File: src/rtl/lif_neuron_array.sv
// N-channel leaky integrate-and-fire neuron array with a shift-based leak,
// a shared threshold, per-channel refractory counters and a global spike counter.
module lif_neuron_array #(
  parameter int unsigned N  = 4,
  parameter int unsigned W  = 8,
  parameter int unsigned RW = 3,
  parameter int unsigned CW = 16
) (
  input  logic            clk,
  input  logic            rst,
  input  logic            step,
  input  logic [N*W-1:0]  current,
  input  logic [W-1:0]    threshold,
  input  logic [3:0]      leak_shift,
  input  logic [RW-1:0]   refrac_len,
  output logic [N-1:0]    spike,
  output logic [N*W-1:0]  membrane,
  output logic [CW-1:0]   spike_count
);

  logic [N*W-1:0] mem_q, mem_d;
  logic [RW-1:0]  rc_q [N];
  logic [RW-1:0]  rc_d [N];
  logic [N-1:0]   spike_q, spike_d;
  logic [CW-1:0]  count_q, count_d;

  logic [W-1:0]   u     [N];
  logic [W-1:0]   decay [N];
  logic [W-1:0]   sat   [N];
  logic [W:0]     sum   [N];

  always_comb begin
    mem_d   = mem_q;
    spike_d = '0;
    count_d = count_q;
    for (int i = 0; i < N; i++) begin
      rc_d[i]  = rc_q[i];
      u[i]     = mem_q[i*W +: W];
      // A shift of W or more yields zero, so the leak term vanishes naturally.
      decay[i] = (leak_shift == 4'd0) ? u[i] : u[i] - (u[i] >> leak_shift);
      sum[i]   = {1'b0, decay[i]} + {1'b0, current[i*W +: W]};
      sat[i]   = sum[i][W] ? {W{1'b1}} : sum[i][W-1:0];
      if (step) begin
        if (rc_q[i] != '0) begin
          rc_d[i]          = rc_q[i] - RW'(1);
          mem_d[i*W +: W]  = '0;
        end else if (sat[i] >= threshold) begin
          spike_d[i]       = 1'b1;
          mem_d[i*W +: W]  = '0;
          rc_d[i]          = refrac_len;
        end else begin
          mem_d[i*W +: W]  = sat[i];
        end
      end
      count_d = count_d + CW'(spike_d[i]);
    end
  end

  always_ff @(posedge clk) begin
    if (rst) begin
      mem_q   <= '0;
      spike_q <= '0;
      count_q <= '0;
      for (int i = 0; i < N; i++) rc_q[i] <= '0;
    end else begin
      mem_q   <= mem_d;
      spike_q <= spike_d;
      count_q <= count_d;
      for (int i = 0; i < N; i++) rc_q[i] <= rc_d[i];
    end
  end

  assign spike       = spike_q;
  assign membrane    = mem_q;
  assign spike_count = count_q;

endmodule
File: config.mk
export PLATFORM = sky130hd
export DESIGN_NAME = lif_neuron_array
export DESIGN_NICKNAME = d
export VERILOG_FILES = /design/src/rtl/lif_neuron_array.sv
export SDC_FILE = /design/constraint.sdc
export NUM_CORES = 1
export LEC_CHECK = 0
export CAP_MARGIN = 40
export CORE_UTILIZATION = 52
export CTS_CLUSTER_DIAMETER = 100
export DETAILED_ROUTE_END_ITERATION = 7
export PLACE_DENSITY_LB_ADDON = 0.05
export SYNTH_ARGS = -nofsm -noshare
export SYNTH_HDL_FRONTEND = slang
export SYNTH_SLANG_ARGS = --single-unit
File: constraint.sdc
create_clock -name clk -period 8.3 [get_ports clk]
set_clock_uncertainty 0.1 [all_clocks]
set_input_delay 1.66 -clock clk [delete_from_list [all_inputs] [get_ports clk]]
set_output_delay 1.66 -clock clk [all_outputs]
set_load 0.005 [all_outputs]
# After elaboration in Yosys (flattened, before gate mapping)
# Memories as Yosys holds them, arrays and structs flattened.
# Index checks and enable logic that the tools add are counted.
[totals] ram_bits=12 reg_bits=52 mem_count=1
[classes] order_cmp=4 n_mux=47 add_sub_neg=16 reduce_logical=5 bitwise_logic=4 shift=4
[mem_list] name="rc_q" depth=4 word_bits=3 rd=4 rd_clocked_by_memory_dff=0 wr=4 line="22" source="logic [RW-1:0] rc_q [N];"
[op_table] operator="2-to-1 mux 8 bit" n=16
[op_table] operator="adder 16 x 1 -> 16 bit" n=4
[op_table] operator="2-to-1 mux 3 bit" n=16
[op_table] operator="adder 8 x 8 -> 9 bit" n=4
[op_table] operator=">= comparator 8 bit" n=4
[op_table] operator="right shift 8 x 4 -> 8 bit" n=4
[op_table] operator="subtractor 8 bit" n=4
[op_table] operator="2-to-1 mux 1 bit" n=15
[op_table] operator="nonzero test 3 bit" n=4
[op_table] operator="subtractor 3 x 1 -> 3 bit (second input constant)" n=4
[op_table] operator="zero test 4 bit" n=1
[op_table] operator="OR 1 bit" n=4

# Depth between registers and ports, before layout
# Gate-level depths: netlist (run 1).
[logic_depth] depth_word=13 ltp_mapped=35 ltp_nobuf=33

# Least setup slack after synthesis (run 1)
# No wires, ideal clock.
[synth_path] path_type="input to register" startpoint="in leak_shift[0]" endpoint="reg count_q[8] (netlist: spike_count[8])" setup_time_ps=128 path_stages=32 n_path_buf=2 arrival_ps=7969 path_slack_ps=104 path_cell_list="buf_4 buf_2 nor2b_1 nand2_1 o21ai_0 mux2i_1 or2_2 fa_1 a21o_1 a21o_1 xnor2_1 a21oi_1 ha_1 and3_1 a2111o_1 xor2_1 a21oi_1 inv_1 ha_1 nand4_1 o21ai_1 a21oi_1 or3b_1 fa_1 inv_1 fa_1 fa_1 nand2_1 nor2_1 nand3_1 xor2_1 nor2_1"
[synth_via] elab_chain_len=13 word_cells_on_any_way=41 classes_between="add/sub: 12; order compare: 4; shift: 4; mux: 20; reduce/logical: 1"
[synth_lines] item="start, declared" line="14" source="input logic [3:0] leak_shift,"
[synth_lines] item="right shift 8 x 4 -> 8 bit" line="40" source="decay[i] = (leak_shift == 4'd0) ? u[i] : u[i] - (u[i] >> leak_shift);"
[synth_lines] item="subtractor 8 bit" line="40"
[synth_lines] item="2-to-1 mux 8 bit" line="40"
[synth_lines] item="adder 8 x 8 -> 9 bit" line="41" source="sum[i] = {1'b0, decay[i]} + {1'b0, current[i*W +: W]};"
[synth_lines] item="2-to-1 mux 8 bit" line="42" source="sat[i] = sum[i][W] ? {W{1'b1}} : sum[i][W-1:0];"
[synth_lines] item=">= comparator 8 bit" line="47" source="end else if (sat[i] >= threshold) begin"
[synth_lines] item="2-to-1 mux 1 bit" line="47"
[synth_lines] item="2-to-1 mux 1 bit" line="44" source="if (rc_q[i] != '0) begin"
[synth_lines] item="2-to-1 mux 1 bit" line="43" source="if (step) begin"
[synth_lines] item="adder 16 x 1 -> 16 bit (3 in series)" line="55" source="count_d = count_d + CW'(spike_d[i]);"
[synth_lines] item="adder 16 x 1 -> 16 bit *" line="55"
[synth_lines] item="end signal, assigned" line="68" source="count_q <= count_d;"
[synth_lines] item="end, declared" line="25" source="logic [CW-1:0] count_q, count_d;"
# Every way passes the cells marked *; elsewhere a longest branch is shown, timed or not.
# A chain may end at the register's enable or synchronous reset.

# Final worst setup path (run 1)
[layout_path] startpoint="in leak_shift[2]" endpoint="reg count_q[8] (netlist: spike_count[8])"
# Same word-level chain as after synthesis.

==> summary.md, run 1 <==
| Metric | Value |
|---|---|
| Status | complete, no violations |
| Vert. Die Dim | 122 um |
| Max Buffers Root-to-Sink | 2 |
| Hold buffer count at CTS | 0 |
| Max-Cap Viols | 0 |
| Most common cell after layout, fill and taps aside | ha_1 |
| Placed Instances | 1246 |
| Die ar. | 14800 um2 |
| DR pass1 iterations | 5 |
| Register area share after synthesis | 0.172 |
| Post-Synthesis Cells | 903 |
| DRT antenna net count | 0 |
| Top-Level Pins | 102 |
| Commonest cells after routing, fill and taps aside | ha_1 (101), clkdlybuf4s50_1 (99), buf_4 (98) |
| WP data arrival | 8.07 ns |
| Gp weighted congestion | 0.942 |
| RSZ-0062 raised after global routing | false |
| Max Clk Rate | 126 MHz |
| Buffers on Ports | 101 |
| Via count | 7435 |
| Top FF cell, synth | dfxtp_1 |
| GR Util All Layers | 0.293 |
| CTS Buf Count | 9 |
| Root Buffer | clkbuf_16 |
| Clk slew on worst S/H paths | 0.06 ns |
| CTS tree | built |
| Synth Area per Inst | 8.24 um2 |
| EDFF count, synth | 0 |
| Final hold violations | 0 |
| Core Area | 13900 um2 |
| Iter 0 DRT Violations | 466 |
| Count of different cell masters after synthesis | 81 |
| Clk Latency, worst-skew pair | 0.34 ns |
| Largest area contributor in the netlist | dfxtp_1 |
| CP top delay family | adder cells |
| Vias per inst | 5.88 |
| WL/cell | 16.6 um |
| Slew Viols, Final | 0 |
| Max FO, Critical Path | 6 |
| Post-DP HPWL | 16200 um |
| Final setup vio count | 0 |
| Hold Crit Class | reg -> reg |
| CP Class | in -> reg |
| Worst Path Buf+Inv | 5 |
| Final net count | 1241 |
| Critical Path Source Type | input pin |
| Pin count of the biggest net entering global routing | 36 |
| Global-route wire length before repair | 34200 um |
| Starting density of the core | 0.534 |
| Crit-path slowest cell | clkdlybuf4s50_1 |
| Synthesized Nets | 1065 |
| Vias in the first global route | 7025 |
| DRC | 0 |
| Ant diodes | 0 |
| Slew @ Worst Pin | 0.610 ns |
| Post-Route WL | 21000 um |
| Antenna violations before repair | 0 |
| Mapped Area | 7440 um2 |
| Number of synthesized register bits | 64 |
| H-tree depth | 3 |
| Post-synth top area share | 0.172 |
| Top cells by area, synth | dfxtp_1 (17%), ha_1 (17%), nand2_1 (4.0%) |
| Endpoint type of the worst setup path | register |
| CP required | 8.42 ns |
| Die Wd | 122 um |
| Yosys warns | 0 |
| Critical Path Max Stage Delay | 0.60 ns |
| Layout cells sized above 1 | 0.159 |
| Cell Rows | 43 |
| Grt total ovfl | 0 |
| Clock sink count | 64 |
| Asr flop ratio synth | 0 |
| Layout area overhead | 29.2% |
| Slew HR | 0.590 |
| Final period util | 0.958 |
| Fin crit period | 7.95 ns |
| Post-route insts no fill | 1264 |
[path summary, 6_finish.rpt]
check / startpoint / endpoint / slack [ns] / depth (start not counted)
worst max-delay path: leak_shift[2] / spike_count[8] / 0.35 / 29
worst min register to register: spike_count[15] / spike_count[15] / 0.42 / 2
worst max register to register: membrane[7] / spike_count[8] / 1.50 / 32
worst min-delay path: spike_count[15] / spike_count[15] / 0.42 / 2
[stage by stage]
| stage | setup TNS [ns] | hold WS [ns] | util | setup WS, ns | instance area, um2 |
|---|---|---|---|---|---|
| floorplan | 0 | 0.363 | - | 0.104 | 7440 |
| detailed placement | -1.42 | 0.403 | 0.664 | -0.271 | 9250 |
| CTS | 0 | 0.413 | 0.685 | 0.0391 | 9550 |
| global route | 0 | 0.428 | 0.690 | 0.00550 | 9620 |
| global placement | -0.589 | 0.391 | 0.664 | -0.164 | 9250 |
| finish | 0 | 0.418 | 0.690 | 0.349 | 9620 |
[registers in the layout, summed over array words and instances, names as in the netlist]
name         cells
membrane        32
spike_count     16
rc_q            12
spike            4
[worst reg2reg max path: cells and delay by family, from the launching register on]
kind | cells | cell delay (ns)
xor+xnor | 2 | 0.35
fa+ha+maj | 7 | 2.46
simple gates | 9 | 1.21
compound gates | 8 | 1.35
buf+inv | 4 | 0.34
flops | 1 | 0.53
mux | 2 | 0.35
[timing repair]
item,in CTS,in global routing
setup endpoints to repair,0,15
gates resized for setup,0,16
buffers inserted,0,2
[synthesized netlist by cell type, drive strengths merged, types with 17 or more instances]
cell type  number
ha            101
nand2          80
nor2           78
dfxtp          64
a21oi          57
o21ai          45
inv            40
a21o           33
nand3          29
xnor2          28
a211oi         21
clkbuf         20
nand2b         20
xor2           18
nor3           17
[cell families after synthesis]
kind of cell | Yosys count | synth area share
AOI/OAI and AO/OA | 254 | 0.245
xor gates and xnor gates | 46 | 0.0541
adders and majority gates | 112 | 0.199
buffers and inverters | 75 | 0.0407
DFF | 64 | 0.172
muxes | 40 | 0.0760
and+or+nand+nor | 312 | 0.213
[per-layer routing]
layer,global-route usage,routed length [um],vias to the layer above
li1,-,-,3725
met1,0.392,10100,3494
met2,0.491,9780,187
met3,0.0318,749,29
met4,0.0941,402,0
met5,0,0,-
[cell type report]
cell class,instances,area (um2)
Multi-Input combinational cell,764,5910
Fill cell,1185,4320
Timing Repair Buffer,199,1750
Sequential cell,64,1280
Clock buffer,9,225
Tap cell,180,225
Inverter,41,154
Clock inverter,7,78.8
Power of run 1 is left out: the tool's default activity adds up to more than one toggle a clock period on the data nets, which glitch-free logic cannot reach.
==> run 2, diff against run 1 <==
Settings changed: SLEW_MARGIN set to 40.
==> results of run 2 <==
Same layout as run 1: the final DEF is identical, and so are final timing and power.
Power of run 2 is left out for the same reason.
==> run 3, diff against run 2 <==
Settings changed: CORE_MARGIN set to 8.
==> run 3 against run 2 <==
Effect of this change: sequential share of layout area is 0.050 points higher; cell count decreased by 1.0%; worst hold slack got worse by 0.0071 ns; die area is 24% higher; routed wire length rose by 3.0%; first-iteration DRC count down 4.7%; setup slack gained 0.047 ns; utilization shrank 0.26 points; largest cell class unchanged.
==> summary.md, run 3 (synthesis gave the netlist of run 1 again) <==
| Metric | Value |
|---|---|
| Vias per inst | 5.93 |
| Vert. Die Dim | 136 um |
| Vias in the first global route | 7126 |
| Max reg flops | 32 |
| GR Util All Layers | 0.237 |
| H-tree depth | 3 |
| Final hold violations | 0 |
| Final core utilization | 0.688 |
| CP most frequent cell | nor2_1 |
| Top layer used by detailed routing | met4 |
| Final setup vio count | 0 |
| Layout cells sized above 1 | 0.146 |
| Slew @ Worst Pin | 0.782 ns |
| WP data arrival | 8.01 ns |
| Filler cells | 1194 |
| Core Area | 13900 um2 |
| Grt total ovfl | 0 |
| Root Buffer | clkbuf_16 |
| CTS tree | built |
| Gp weighted congestion | 0.937 |
| Slew HR | 0.478 |
| Pin count of the biggest net entering global routing | 36 |
| Crit-path slowest cell | fa_1 |
| DRC | 0 |
| LEAKAGE | 4.17 nW |
| Fin crit period | 7.90 ns |
| Final period util | 0.952 |
| Max Clk Rate | 127 MHz |
| Iter 0 DRT Violations | 444 |
| CTS Buf Count | 9 |
| RSZ-0062 raised after global routing | false |
| Hold buffer count at CTS | 0 |
| Commonest cells after routing, fill and taps aside | ha_1 (101), clkdlybuf4s50_1 (98), buf_4 (83) |
| Status | complete, no violations |
| Most common cell after layout, fill and taps aside | ha_1 |
| Setup WS pre-CTS | -0.302 ns |
| PD cells | 535 nW/um2 |
| Slew Viols, Final | 0 |
| Starting density of the core | 0.534 |
| Layout area overhead | 28.8% |
| Top-Level Pins | 102 |
| Post-CTS setup buffers | 0 |
| Die Wd | 136 um |
| Via count | 7415 |
| DR pass1 iterations | 5 |
| Cell Rows | 43 |
| Max-Cap Viols | 0 |
| Global-route wire length before repair | 35700 um |
| CP required | 8.41 ns |
| Routed wl met3 | 1330 um |
| Max Buffers Root-to-Sink | 2 |
| Post-DP HPWL | 17000 um |
| Die ar. | 18400 um2 |
| Buffers on Ports | 101 |
| Max VDD drop | 0.239 mV |
| Hold Crit Class | reg -> reg |
| Critical Path Max Stage Delay | 0.52 ns |
| WL/cell | 17.3 um |
| CP Class | in -> reg |
| Met1 WL | 9950 um |
| Critical Path Source Type | input pin |
| Clk slew on worst S/H paths | 0.06 ns |
| Clock sink count | 64 |
| Endpoint type of the worst setup path | register |
| Met2 WL | 10000 um |
| Post-Route WL | 21700 um |
| Final net count | 1228 |
| DRT antenna net count | 0 |
| Ant diodes | 0 |
| Worst setup margin | 0.397 ns |
| Max FO, Critical Path | 12 |
| Clk Latency, worst-skew pair | 0.33 ns |
| Antenna violations before repair | 0 |
-- run 3: cell count changes in the layout (fill, tap and decap cells not counted), sizes merged --
cell           delta
bufinv            +3
clkinv            -3
clkdlybuf4s50     -1
buf              -13
inv               -2
dlymetal6s2s      +1
clkinvlp          +2
-- run 3: cell type report --
| class | count | area, um2 | share of cell area |
|---|---|---|---|
| well taps | 180 | 225 | 0.0235 |
| clock buffers | 9 | 225 | 0.0235 |
| repair buffers | 186 | 1660 | 0.173 |
| inverters | 41 | 154 | 0.0161 |
| multi-input cells | 764 | 5890 | 0.615 |
| flip-flops and latches | 64 | 1280 | 0.134 |
| clock inverters | 7 | 144 | 0.0150 |
-- run 3: final timing paths --
| path | to | startpoint | slack, ns | depth (start not counted) |
|---|---|---|---|---|
| setup / recovery | spike_count[8] | leak_shift[0] | 0.40 | 34 |
| hold / removal | rc_q[1][1] | rc_q[1][1] | 0.41 | 2 |
| setup reg to reg | spike_count[8] | membrane[6] | 1.39 | 33 |
| hold reg to reg | rc_q[1][1] | rc_q[1][1] | 0.41 | 2 |
-- run 3: stage by stage --
step | hold slack [ns] | area (um2) | power [mW] | std cells | TNS [ns]
CTS | 0.411 | 9540 | 5.10 | 1251 | 0
global placement | 0.392 | 9160 | 4.53 | 1235 | -0.584
floorplan | 0.363 | 7440 | 3.31 | 903 | 0
global route | 0.446 | 9580 | 5.62 | 1251 | 0
finish | 0.410 | 9580 | 5.13 | 1251 | 0
detailed placement | 0.406 | 9160 | 4.59 | 1235 | -1.66
-- run 3: critical path, delay by kind of cell --
family	cells	cell delay, ns
adder cells (fa/ha/maj)	7	2.46
AO/OA/AOI/OAI	8	1.40
AND/OR/NAND/NOR	10	1.32
XOR/XNOR	3	0.43
multiplexers	2	0.37
buffers and inverters	4	0.36
-- run 3: timing repair --
action	in CTS	in global routing
resized for setup	1	14
setup endpoints to repair	1	15
pin swaps	1	3
-- run 3: per-layer routing --
| metal | track usage | vias up |
|---|---|---|
| met1 | 0.311 | 3478 |
| met3 | 0.0334 | 25 |
| met5 | 0 | - |
| met2 | 0.398 | 213 |
| met4 | 0.0611 | 0 |
| li1 | - | 3699 |
-- run 3: where the power goes --
part | switching [mW] | leakage (nW) | internal, mW
Combinational | 2.15 | 3.47 | 2.00
Sequential | 0.116 | 0.521 | 0.391
Clock | 0.152 | 0.172 | 0.324
Total | 2.41 | 4.17 | 2.71
(Power assumes the default switching activity.)
